## src/rtl/dm_port_arbiter.sv

```systemverilog
// dm_port_arbiter: shares the single data-memory port between the MEM-stage
// load/store path (CPU) and an auxiliary master (DMA/debug loader).
// The grant and the memory command are combinational. Read data returns one
// cycle after the grant and is steered to the master that issued the load.
module dm_port_arbiter #(
    parameter int BUS_W      = 32,
    parameter int STARVE_MAX = 4,
    parameter int LOCK_MAX   = 8
) (
    input  logic             clk,
    input  logic             rst,
    // CPU (MEM stage) master
    input  logic             cpuReq_in,
    input  logic             cpuWe_in,
    input  logic [BUS_W-1:0] cpuAddr_in,
    input  logic [3:0]       cpuBe_in,
    input  logic [BUS_W-1:0] cpuWData_in,
    output logic             cpuGnt_out,
    output logic             cpuStall_out,
    output logic             cpuRValid_out,
    output logic [BUS_W-1:0] cpuRData_out,
    // auxiliary (DMA/debug) master
    input  logic             dmaReq_in,
    input  logic             dmaWe_in,
    input  logic [BUS_W-1:0] dmaAddr_in,
    input  logic [3:0]       dmaBe_in,
    input  logic [BUS_W-1:0] dmaWData_in,
    input  logic             dmaLock_in,
    output logic             dmaGnt_out,
    output logic             dmaRValid_out,
    output logic [BUS_W-1:0] dmaRData_out,
    // data memory port
    output logic [BUS_W-1:0] dmAddr_out,
    output logic             dmWEn_out,
    output logic             dmREn_out,
    output logic [3:0]       dmDataW_out,
    output logic [BUS_W-1:0] dmWData_out,
    input  logic [BUS_W-1:0] dmRData_in
);

    typedef enum logic [1:0] {CPU_PRI, DMA_FORCE, DMA_LOCK} pri_t;
    typedef enum logic [1:0] {OWN_NONE, OWN_CPU, OWN_DMA} owner_t;

    localparam logic [3:0] STARVE_LIM = 4'(STARVE_MAX);
    localparam logic [3:0] LOCK_LIM   = 4'(LOCK_MAX);

    pri_t       pri, pri_next;
    owner_t     rd_owner, rd_owner_next;
    logic [3:0] starv, starv_next;
    logic [3:0] lockc, lockc_next;
    logic [3:0] starv_inc, lock_inc;
    logic       cpu_gnt, dma_gnt;

    assign starv_inc = starv + 4'd1;
    assign lock_inc  = lockc + 4'd1;

    // Grant selection: priority owner wins a contested cycle; nothing granted in reset.
    always_comb begin
        cpu_gnt = 1'b0;
        dma_gnt = 1'b0;
        if (!rst) begin
            if (pri == CPU_PRI) begin
                cpu_gnt = cpuReq_in;
                dma_gnt = dmaReq_in & ~cpuReq_in;
            end else begin
                dma_gnt = dmaReq_in;
                cpu_gnt = cpuReq_in & ~dmaReq_in;
            end
        end
    end

    // Priority FSM next state plus starvation/lock counters.
    always_comb begin
        pri_next   = pri;
        starv_next = starv;
        lockc_next = lockc;

        // Starvation only accumulates over contested CPU wins.
        if (dma_gnt || !dmaReq_in)
            starv_next = 4'd0;
        else if (cpu_gnt)
            starv_next = starv_inc;

        case (pri)
            CPU_PRI: begin
                if (cpu_gnt && dmaReq_in && starv_inc >= STARVE_LIM) begin
                    pri_next   = DMA_FORCE;
                    starv_next = 4'd0;
                end else if (dma_gnt && dmaLock_in) begin
                    pri_next   = DMA_LOCK;
                    lockc_next = 4'd0;
                end
            end
            DMA_FORCE: begin
                // Held until the forced grant is actually taken.
                if (dma_gnt) begin
                    pri_next   = dmaLock_in ? DMA_LOCK : CPU_PRI;
                    lockc_next = 4'd0;
                end else if (!dmaReq_in) begin
                    pri_next = CPU_PRI;
                end
            end
            DMA_LOCK: begin
                if (dma_gnt && dmaLock_in && lock_inc < LOCK_LIM) begin
                    lockc_next = lock_inc;
                end else begin
                    // Lock dropped, DMA idle, or burst limit: CPU gets a priority cycle.
                    pri_next   = CPU_PRI;
                    lockc_next = 4'd0;
                end
            end
            default: begin
                pri_next   = CPU_PRI;
                lockc_next = 4'd0;
            end
        endcase
    end

    // Owner of the load issued this cycle; data comes back next cycle.
    always_comb begin
        rd_owner_next = OWN_NONE;
        if (cpu_gnt && !cpuWe_in)
            rd_owner_next = OWN_CPU;
        else if (dma_gnt && !dmaWe_in)
            rd_owner_next = OWN_DMA;
    end

    // State registers with synchronous reset.
    always_ff @(posedge clk) begin
        if (rst) begin
            pri      <= CPU_PRI;
            starv    <= 4'd0;
            lockc    <= 4'd0;
            rd_owner <= OWN_NONE;
        end else begin
            pri      <= pri_next;
            starv    <= starv_next;
            lockc    <= lockc_next;
            rd_owner <= rd_owner_next;
        end
    end

    // Memory command and read-return steering.
    always_comb begin
        cpuGnt_out   = cpu_gnt;
        dmaGnt_out   = dma_gnt;
        cpuStall_out = cpuReq_in & ~cpu_gnt;

        dmAddr_out  = '0;
        dmWEn_out   = 1'b0;
        dmREn_out   = 1'b0;
        dmDataW_out = 4'd0;
        dmWData_out = '0;
        if (cpu_gnt) begin
            dmAddr_out  = cpuAddr_in;
            dmWEn_out   = cpuWe_in;
            dmREn_out   = ~cpuWe_in;
            dmDataW_out = cpuBe_in;
            dmWData_out = cpuWData_in;
        end else if (dma_gnt) begin
            dmAddr_out  = dmaAddr_in;
            dmWEn_out   = dmaWe_in;
            dmREn_out   = ~dmaWe_in;
            dmDataW_out = dmaBe_in;
            dmWData_out = dmaWData_in;
        end

        // A load whose return cycle coincides with reset is discarded.
        cpuRValid_out = ~rst && (rd_owner == OWN_CPU);
        dmaRValid_out = ~rst && (rd_owner == OWN_DMA);
        cpuRData_out  = cpuRValid_out ? dmRData_in : '0;
        dmaRData_out  = dmaRValid_out ? dmRData_in : '0;
    end

endmodule
```

## config.mk

```make
export PLATFORM = sky130hd
export DESIGN_NAME = dm_port_arbiter
export DESIGN_NICKNAME = d
export VERILOG_FILES = /design/src/rtl/dm_port_arbiter.sv
export SDC_FILE = /design/constraint.sdc
export NUM_CORES = 1
export LEC_CHECK = 0
export CAP_MARGIN = 20
export CORE_AREA = 2 2 120 122
export CTS_CLUSTER_SIZE = 12
export DETAILED_ROUTE_END_ITERATION = 7
export DIE_AREA = 0 0 122 124
export HOLD_SLACK_MARGIN = 0.1
export PLACE_DENSITY_LB_ADDON = 0.1
export SYNTH_ARGS = -nofsm -noshare
export SYNTH_HDL_FRONTEND = slang
export SYNTH_SLANG_ARGS = --single-unit
```

## constraint.sdc

```tcl
create_clock -name clk -period 2 [get_ports clk]
set_clock_uncertainty 0.05 [all_clocks]
set_input_delay 0.4 -clock clk [delete_from_list [all_inputs] [get_ports clk]]
set_output_delay 0.4 -clock clk [all_outputs]
set_load 0.1 [all_outputs]
```

Word level (Yosys, flattened, before mapping)

Index checks and enable logic that the tools add are counted.

Register bits after elaboration: 12
Input bits: 175
Output and inout port bits: 139
Word-level logic and storage cells: 78

Add/sub/neg operators: 2
$lt $le $gt $ge: 2
Equal/unequal tests: 10
Muxes and demuxes: 34
Bitwise gates (word level): 9
Reduce and logical (&&, ||, !) cells: 16

Operators by type and width:

| kind                  | number |
|---|---|
| $mux W32              | 6 |
| $mux W4               | 10 |
| $mux W2               | 7 |
| $pmux W4 S3           | 1 |
| $mux W1               | 9 |
| $add A4 B1 Y4 const B | 2 |
| $logic_and A1 B1 Y1   | 8 |
| $ne A2 B2 Y1 const B  | 3 |
| $not A1 Y1            | 6 |
| $pmux W2 S3           | 1 |
| $reduce_and A3 Y1     | 2 |
| $eq A2 B1 Y1 const B  | 2 |
| $eq A2 B2 Y1 const B  | 2 |
| $ge A4 B3 Y1 const B  | 1 |
| $lt A4 B4 Y1 const B  | 1 |
| $and A1 B1 Y1         | 3 |
| $logic_not A1 Y1      | 3 |
| $ne A3 B1 Y1 const B  | 1 |
| $ne A3 B3 Y1 const B  | 1 |
| $logic_not A2 Y1      | 1 |
| $ne A2 B1 Y1 const B  | 1 |
| $reduce_or A2 Y1      | 1 |
| $logic_or A1 B1 Y1    | 1 |

Longest topological paths before layout

Gate-level depths: netlist of run 1.

Word-level depth: 8
Depth in mapped cells: 6
Gate-level depth less buffers: 5

Worst setup path before layout of run 1

OpenSTA, ideal clock, no wires.

Path type: input-to-output
From: input port rst
To: output port dmAddr_out[16]
Arrival: 2287 ps
Required time: 1550 ps
Slack: -737 ps
Cell stages on the path: 5
Buffers on the path: 2
Cell sequence: buf_2 > nand2b_1 > a21oi_2 > buf_2 > a22o_1

Longest elaborated chain between the ends: 3
Elaborated cells between the ends (all ways): 4
Those cells by class: 4 x mux

Ends and longest elaborated chain:

| item                 | line | RTL |
|---|---|---|
| start, declared      | 11   | `input logic rst,` |
| $mux W1              | 61   | `if (!rst) begin` |
| named net dmaGnt_out | 29   | `output logic dmaGnt_out,` |
| $mux W32             | 160  | `end else if (dma_gnt) begin` |
| $mux W32             | 154  | `if (cpu_gnt) begin` |
| end, declared        | 33   | `output logic [BUS_W-1:0] dmAddr_out,` |

The timed path passes the listed nets, and every way through them passes these cells.

Worst setup path after layout of run 1

From: register pri[0]
To: output port dmAddr_out[15]

Longest elaborated chain between the ends: 5
Elaborated cells between the ends (all ways): 7
Those cells by class: 6 x mux; 1 x reduce/logical

Ends and longest elaborated chain:

| item                   | line | RTL |
|---|---|---|
| start, declared        | 47   | `pri_t pri, pri_next;` |
| start signal, assigned | 136  | `pri <= pri_next;` |
| $logic_not A2 Y1 (*)   | 62   | `if (pri == CPU_PRI) begin` |
| $mux W1                | 62   |  |
| $mux W1                | 61   |  |
| $mux W32               | 160  |  |
| $mux W32 (*)           | 154  |  |

Mark *: on every way between the ends. The rest lies on a longest branch, timed or not.

==> impl_metrics.prom, run 1 <==
# TYPE chip_impl_metric gauge
chip_impl_metric{name="async_reset_ff_share",unit="%"} 0
chip_impl_metric{name="power_density_relative_to_cell_area",unit="nW/µm²"} 360
chip_impl_info{name="synth_common_cells",value="a22o_1, and2_1, dfxtp_1"} 1
chip_impl_metric{name="tns",unit="ns"} -7.03
chip_impl_metric{name="areaGrowthSynthToFinish",unit="%"} 385
chip_impl_info{name="timing.critical_path.cells",value="nor2_4, buf_6, a21oi_4, buf_12, buf_12, buf_16, a22o_4, buf_12"} 1
chip_impl_metric{name="netlist_area",unit="µm²"} 1690
chip_impl_metric{name="worstSkewPairLatency",unit="ns"} 0.24
chip_impl_metric{name="yosys.cell_types.count",unit=""} 31
chip_impl_metric{name="proportion_of_layout_cells_with_a_drive_suffix_above_1",unit="%"} 61.1
chip_impl_metric{name="syn_area_per_cell",unit="µm²"} 7.78
chip_impl_metric{name="initial_core_util",unit="%"} 12.3
chip_impl_metric{name="drt_first_iter_violations",unit=""} 77
chip_impl_metric{name="max-clock-path-buffers",unit=""} 2
chip_impl_info{name="critical-path-top-delay-family",value="buffers and inverters"} 1
chip_impl_info{name="worstHoldPathType",value="flop to flop"} 1
chip_impl_metric{name="clock_tree.htree_level_count",unit=""} 1
chip_impl_metric{name="synthXorXnorAreaFrac",unit="%"} 1.04
chip_impl_metric{name="core_region_area",unit="µm²"} 13700
chip_impl_metric{name="vias_in_the_first_global_route",unit=""} 3548
chip_impl_metric{name="dr.pass1.iters",unit=""} 4
chip_impl_metric{name="final_weighted_congestion_in_routability_driven_placement",unit=""} 0.803
chip_impl_info{name="synth.area.top_cells",value="a22o_1, and2_1, dfxtp_1, buf_4, buf_2"} 1
chip_impl_metric{name="filler_instances",unit=""} 1094
chip_impl_metric{name="synth_simple_gate_area_share",unit="%"} 33.9
chip_impl_metric{name="total_clock_sinks",unit=""} 12
chip_impl_metric{name="crit_path_max_incr_delay",unit="ns"} 0.33
chip_impl_metric{name="fin_nets",unit=""} 747
chip_impl_metric{name="post-route-period-util",unit="%"} 107
chip_impl_metric{name="setup.reg_to_reg.worst_slack",unit="ns"} 0.38
chip_impl_metric{name="ys_seq_area_share",unit="%"} 14.2
chip_impl_metric{name="drt-wirelength-per-cell",unit="µm"} 20.1
chip_impl_metric{name="placement.setup.worst_slack",unit="ns"} -0.391
chip_impl_metric{name="fp-row-count",unit=""} 43
chip_impl_metric{name="netlist.area_leader.share",unit="%"} 35.8
chip_impl_metric{name="cts.reportedPaths.clkPinSlew",unit="ns"} 0.04
chip_impl_info{name="ys.flop_type",value="dfxtp_1"} 1
chip_impl_metric{name="chipWidth",unit="µm"} 122
chip_impl_metric{name="fp.dieH",unit="µm"} 124
chip_impl_info{name="top_signal_layer_used",value="met4"} 1
chip_impl_metric{name="static-leakage-power",unit="nW"} 3.46
chip_impl_metric{name="grt_overflow_total",unit=""} 0
chip_impl_metric{name="pin_count",unit=""} 314
chip_impl_metric{name="fin_area",unit="µm²"} 8180
chip_impl_info{name="rsz_0062_raised_after_global_routing",value="true"} 1
chip_impl_metric{name="routed_wirelength",unit="mm"} 15.1
chip_impl_info{name="cp_endpoint_kind",value="output port"} 1
chip_impl_metric{name="postSynthCellCount",unit=""} 217
chip_impl_info{name="yosys.area.top_type",value="a22o_1"} 1
chip_impl_metric{name="grt_max_degree",unit=""} 18
chip_impl_metric{name="vias_per_cell",unit=""} 4.28
chip_impl_metric{name="maxSlewViolCount",unit=""} 0
chip_impl_metric{name="yosysWarningCount",unit=""} 0
chip_impl_metric{name="die-area",unit="µm²"} 15100
chip_impl_metric{name="count_of_nets_left_with_antenna_violations_after_detail_routing",unit=""} 0
chip_impl_metric{name="cts_hold_repair.buffers",unit=""} 0
chip_impl_metric{name="period_minus_slack",unit="ns"} 2.13
chip_impl_metric{name="placed_area",unit="µm²"} 7250
chip_impl_metric{name="multiInputGateArea",unit="µm²"} 2130
chip_impl_info{name="outcome",value="finished, violations left"} 1
chip_impl_metric{name="numPortBuffers",unit=""} 313
chip_impl_metric{name="route.detailed.drc",unit=""} 0
chip_impl_info{name="timing.critical_path.mode_cell",value="buf_12"} 1
chip_impl_metric{name="timing.final.hold_violations",unit=""} 0
chip_impl_info{name="critical_path.startpoint_type",value="flop"} 1
chip_impl_info{name="failed_checks",value="setup timing"} 1
chip_impl_metric{name="num_vias",unit=""} 3216
chip_impl_metric{name="post_synth_mux_area_share",unit="%"} 0.593
chip_impl_metric{name="crit_arrival",unit="ns"} 1.68
chip_impl_info{name="timing.setup.critical_path_class",value="flop to output port"} 1
chip_impl_metric{name="grtUsageTotal",unit="%"} 18.9
chip_impl_metric{name="wl_met3",unit="mm"} 1.64
chip_impl_metric{name="critical_path.n_buffers_inverters",unit=""} 5
chip_impl_info{name="clockRootBuffer",value="clkbuf_16"} 1
chip_impl_metric{name="met1Wirelength",unit="mm"} 5.19
chip_impl_info{name="critPathSlowestCell",value="dfxtp_2"} 1
chip_impl_metric{name="timing.critical_path.required",unit="ns"} 1.55
chip_impl_metric{name="max_clock_freq",unit="MHz"} 469
chip_impl_metric{name="max-cap-violations",unit=""} 0
chip_impl_metric{name="synth_enable_flop_cells",unit=""} 0
chip_impl_info{name="cts_tree",value="yes"} 1
chip_impl_metric{name="numCtsBuffers",unit=""} 3
chip_impl_metric{name="place.detailed.hpwl",unit="mm"} 11.6
chip_impl_metric{name="layout_setup_ws",unit="ns"} -0.133
chip_impl_metric{name="vdd.ir_drop.worst",unit="mV"} 0.221
chip_impl_metric{name="area.sequential",unit="µm²"} 244
chip_impl_metric{name="final-setup-viol-count",unit=""} 82
chip_impl_metric{name="grt_pass1_wl",unit="mm"} 21.7
chip_impl_metric{name="worst-path-max-fanout",unit=""} 9
chip_impl_metric{name="ys_seq_elements",unit=""} 12
chip_impl_metric{name="detailroute.wirelength.met2",unit="mm"} 8.13
chip_impl_metric{name="antenna_violations_before_repair",unit=""} 2
chip_impl_info{name="library_cell_with_the_highest_instance_count_after_synthesis",value="a22o_1"} 1
chip_impl_metric{name="synth_adder_area_share",unit="%"} 1.48
chip_impl_info{name="synth_top_family_by_area",value="compound AO/OA/AOI/OAI gates"} 1
chip_impl_metric{name="compound_gate_fraction_of_synth_area",unit="%"} 40.5
==> tightest hold or removal path: stages (launching register included) <==
cell and delay [ns]:
dfxtp_1 0.31, nand3_1 0.07, a21oi_1 0.05
==> flip-flops by register name, summed over array words and instances (netlist names) <==
signal / cells
rd_owner: 2
lockc: 4
pri: 2
starv: 4
==> path summary, 6_finish.rpt <==
path                           end  cells past startpoint                   from
max                 dmAddr_out[15]                      8    pri[0]$_SDFFE_PP0P_
min          lockc[1]$_SDFFE_PP0P_                      2  lockc[1]$_SDFFE_PP0P_
min reg2reg  lockc[1]$_SDFFE_PP0P_                      2  lockc[1]$_SDFFE_PP0P_
max reg2reg    starv[1]$_SDFF_PP0_                      8    pri[0]$_SDFFE_PP0P_
==> final cells by class <==
cell class | instances | share of cell area [%]
Antenna cell | 3 | 0.0918
Inverter | 3 | 0.138
Sequential cell | 12 | 2.98
Tap cell | 180 | 2.75
Timing Repair Buffer | 369 | 67.1
Clock buffer | 3 | 0.918
Multi-Input combinational cell | 181 | 26.1
==> metal layers <==
layer / vias to the layer above / GRT usage, %
met3: 8 / 7.69
li1: 1522 / -
met5: - / 0
met2: 174 / 35.6
met1: 1512 / 20.0
met4: 0 / 3.30
==> report_power, final <==
group	switching [mW]	internal, mW
clock network	0.0928	0.259
logic	1.25	1.10
registers	0.00466	0.246
total	1.35	1.60
==> per-stage QoR <==
stage	power (mW)	cells	hold WS, ns	util, %
floorplan	1.44	218	0.410	-
global placement	2.42	703	0.418	52.8
detailed placement	2.43	703	0.432	52.8
CTS	2.96	747	0.434	59.6
global route	3.04	748	0.467	59.6
finish	2.95	751	0.430	59.6
==> repair_timing <==
action | 4_1_cts | 5_1_grt
setup endpoints to repair | 139 | 135
gates resized for setup | 84 | 9
gates cloned | 15 | 3
pin swaps | 39 | 14
buffers inserted | 26 | 3
==> logic make-up (layout without fill, tap and decap cells) <==
group	after synthesis	in the layout
compound gates	81	81
xor+xnor	2	2
fa+ha+maj	2	2
buf+inv	25	375
flops	12	12
mux	1	1
other cells	1	5
simple gates	93	93
==> layout by cell type, fill, tap and decap left out, types with 2 or more instances in the layout <==
cell type	n
nor2b_1	4
and2_2	6
ha_1	2
buf_4	14
nor2_1	4
nor3_1	3
inv_1	3
nor2b_4	2
diode_2	3
and2_4	58
nand3_1	5
a22o_4	69
a21oi_1	4
buf_6	12
dfxtp_1	9
nor3b_4	2
clkbuf_16	6
dfxtp_2	3
clkdlybuf4s50_1	171
buf_12	152
conb_1	2
nand2_1	2
buf_16	14
Note: power is estimated with default switching activity, not from simulation.
==> run 2: changes to the inputs <==
--- a/config.mk
+++ b/config.mk
@@ -7,11 +7,12 @@
 export LEC_CHECK = 0
 export CAP_MARGIN = 20
 export CORE_AREA = 2 2 120 122
-export CTS_CLUSTER_SIZE = 12
+export CTS_CLUSTER_SIZE = 28
 export DETAILED_ROUTE_END_ITERATION = 7
 export DIE_AREA = 0 0 122 124
+export GPL_ROUTABILITY_DRIVEN = 0
 export HOLD_SLACK_MARGIN = 0.1
-export PLACE_DENSITY_LB_ADDON = 0.1
+export PLACE_DENSITY = 0.61
 export SYNTH_ARGS = -nofsm -noshare
 export SYNTH_HDL_FRONTEND = slang
 export SYNTH_SLANG_ARGS = --single-unit
==> run 2 against run 1 <==
  * The flow still finishes with violations (setup timing)
  * Design area down 2.0%
  * Flip-flop and latch count unchanged
  * Utilization down 1.2 points
  * Worst hold slack worse by 0.022 ns
  * Register-to-register slack better by 0.13 ns
  * Sequential share of layout area up 0.061 points
  * First-iteration DRC count up 3.9%
  * Combinational power about the same
==> impl_metrics.prom, run 2 (synthesized netlist as in run 1, its figures left out) <==
# TYPE chip_impl_metric gauge
chip_impl_metric{name="numPortBuffers",unit=""} 313
chip_impl_metric{name="routed_wirelength",unit="mm"} 14.9
chip_impl_metric{name="grt_max_degree",unit=""} 34
chip_impl_metric{name="maxSlewViolCount",unit=""} 0
chip_impl_info{name="largestRegisters",value="lockc x4, starv x4"} 1
chip_impl_info{name="clockRootBuffer",value="clkbuf_16"} 1
chip_impl_metric{name="die-area",unit="µm²"} 15100
chip_impl_metric{name="core_region_area",unit="µm²"} 13700
chip_impl_info{name="timing.setup.critical_path_class",value="flop to output port"} 1
chip_impl_metric{name="grt_pass1_wl",unit="mm"} 21.3
chip_impl_metric{name="route.detailed.drc",unit=""} 0
chip_impl_metric{name="timing.final.hold_violations",unit=""} 0
chip_impl_info{name="layout.cells.most_common_list",value="clkdlybuf4s50_1, buf_12, a22o_4, and2_2, and2_4"} 1
chip_impl_metric{name="timing.critical_path.required",unit="ns"} 1.55
chip_impl_metric{name="report.power.total",unit="mW"} 2.99
chip_impl_metric{name="max-clock-path-buffers",unit=""} 2
chip_impl_info{name="outcome",value="finished, violations left"} 1
chip_impl_metric{name="initial_core_util",unit="%"} 12.3
chip_impl_metric{name="pin_count",unit=""} 314
chip_impl_metric{name="tns",unit="ns"} -3.23
chip_impl_metric{name="numCtsBuffers",unit=""} 3
chip_impl_metric{name="crit_arrival",unit="ns"} 1.62
chip_impl_metric{name="dr.pass1.iters",unit=""} 4
chip_impl_info{name="critical_path.startpoint_type",value="flop"} 1
chip_impl_metric{name="vdd.ir_drop.worst",unit="mV"} 0.235
chip_impl_metric{name="final-setup-viol-count",unit=""} 70
chip_impl_metric{name="cts_hold_repair.buffers",unit=""} 0
chip_impl_metric{name="proportion_of_layout_cells_with_a_drive_suffix_above_1",unit="%"} 60.8
chip_impl_metric{name="clock_tree.htree_level_count",unit=""} 1
chip_impl_metric{name="max_clock_freq",unit="MHz"} 483
chip_impl_metric{name="max-cap-violations",unit=""} 0
chip_impl_metric{name="cts.reportedPaths.clkPinSlew",unit="ns"} 0.05
chip_impl_info{name="worstHoldPathType",value="input port to flop"} 1
chip_impl_metric{name="layout_setup_ws",unit="ns"} -0.0723
chip_impl_metric{name="chipWidth",unit="µm"} 122
chip_impl_metric{name="total_clock_sinks",unit=""} 12
chip_impl_metric{name="count_of_nets_left_with_antenna_violations_after_detail_routing",unit=""} 0
chip_impl_info{name="cp_endpoint_kind",value="output port"} 1
chip_impl_metric{name="vias_in_the_first_global_route",unit=""} 3466
chip_impl_metric{name="num_vias",unit=""} 3229
chip_impl_metric{name="diodes",unit=""} 0
chip_impl_info{name="rsz_0062_raised_after_global_routing",value="true"} 1
chip_impl_metric{name="post-route-period-util",unit="%"} 104
chip_impl_metric{name="drt_first_iter_violations",unit=""} 80
chip_impl_info{name="commonest_non_fill_non_tap_cell_in_the_layout",value="clkdlybuf4s50_1"} 1
chip_impl_metric{name="fp-row-count",unit=""} 43
chip_impl_metric{name="drt-wirelength-per-cell",unit="µm"} 20.1
chip_impl_metric{name="vias_per_cell",unit=""} 4.36
chip_impl_metric{name="power_density_relative_to_cell_area",unit="nW/µm²"} 372
chip_impl_metric{name="antenna_violations_before_repair",unit=""} 1
chip_impl_metric{name="period_minus_slack",unit="ns"} 2.07
chip_impl_metric{name="areaGrowthSynthToFinish",unit="%"} 375
chip_impl_metric{name="static-leakage-power",unit="nW"} 3.39
chip_impl_metric{name="fp.dieH",unit="µm"} 124
chip_impl_info{name="cts_tree",value="yes"} 1
chip_impl_info{name="failed_checks",value="setup timing"} 1
chip_impl_metric{name="place.detailed.hpwl",unit="mm"} 11.8
chip_impl_metric{name="worstSkewPairLatency",unit="ns"} 0.24
chip_impl_metric{name="grt_overflow_total",unit=""} 0
chip_impl_metric{name="fin_nets",unit=""} 739
chip_impl_metric{name="worst-path-max-fanout",unit=""} 8
chip_impl_metric{name="grtUsageTotal",unit="%"} 18.5
-- run 2: worst max-delay path, stage by stage (launching register included) --
cell	delay, ns
dfxtp_2	0.35
nor2_4	0.05
o21a_4	0.23
buf_12	0.16
buf_16	0.15
a22o_4	0.25
buf_12	0.16
-- run 2: layout make-up --
class                      instances  area [µm²]
multi-input combinational        181        2110
clock buffer                       4        88.8
timing repair buffer             361        5340
sequential                        12         244
inverter                           3        11.3
fill                            1077        5700
tap                              180         225
-- run 2: what timing repair did --
item / in CTS / in global routing
setup endpoints to repair: 139 / 88
gates cloned: 10 / 4
gates resized for setup: 55 / 18
pin swaps: 46 / 10
buffers inserted: 11 / 3
-- run 2: power breakdown --
group / leakage (nW) / switching (mW) / internal [mW]
registers: 0.0991 / 0.00446 / 0.246
logic: 3.25 / 1.25 / 1.07
clock network: 0.0442 / 0.113 / 0.303
-- run 2: metal layers --
layer / track usage (%) / wire length [µm] / vias to the layer above / part of all wire, %
met1: 20.4 / 5170 / 1529 / 35
met4: 3.88 / 157 / 2 / 1.1
met5: 0 / 13 / - / 0.087
li1: - / - / 1499 / -
met3: 6.14 / 1530 / 13 / 10
met2: 34.5 / 8000 / 186 / 54
-- run 2: metrics by stage --
stage | cell area, µm² | setup WS, ns | std cells | hold slack [ns] | util (%)
CTS | 7850 | -0.0806 | 734 | 0.460 | 57.2
global placement | 7280 | -0.432 | 710 | 0.420 | 53.1
global route | 8020 | -0.0956 | 741 | 0.414 | 58.4
finish | 8020 | -0.0723 | 741 | 0.408 | 58.4
detailed placement | 7280 | -0.427 | 710 | 0.452 | 53.1
floorplan | 2420 | -0.237 | 218 | 0.410 | -
-- run 2: final timing paths --
path / start / to / slack, ns / depth (start not counted)
worst max-delay path: pri[0]$_SDFFE_PP0P_ / dmAddr_out[28] / -0.07 / 6
worst min register to register: lockc[1]$_SDFFE_PP0P_ / lockc[1]$_SDFFE_PP0P_ / 0.45 / 2
worst min-delay path: rst / lockc[1]$_SDFFE_PP0P_ / 0.41 / 3
worst max register to register: pri[0]$_SDFFE_PP0P_ / starv[1]$_SDFF_PP0_ / 0.51 / 7
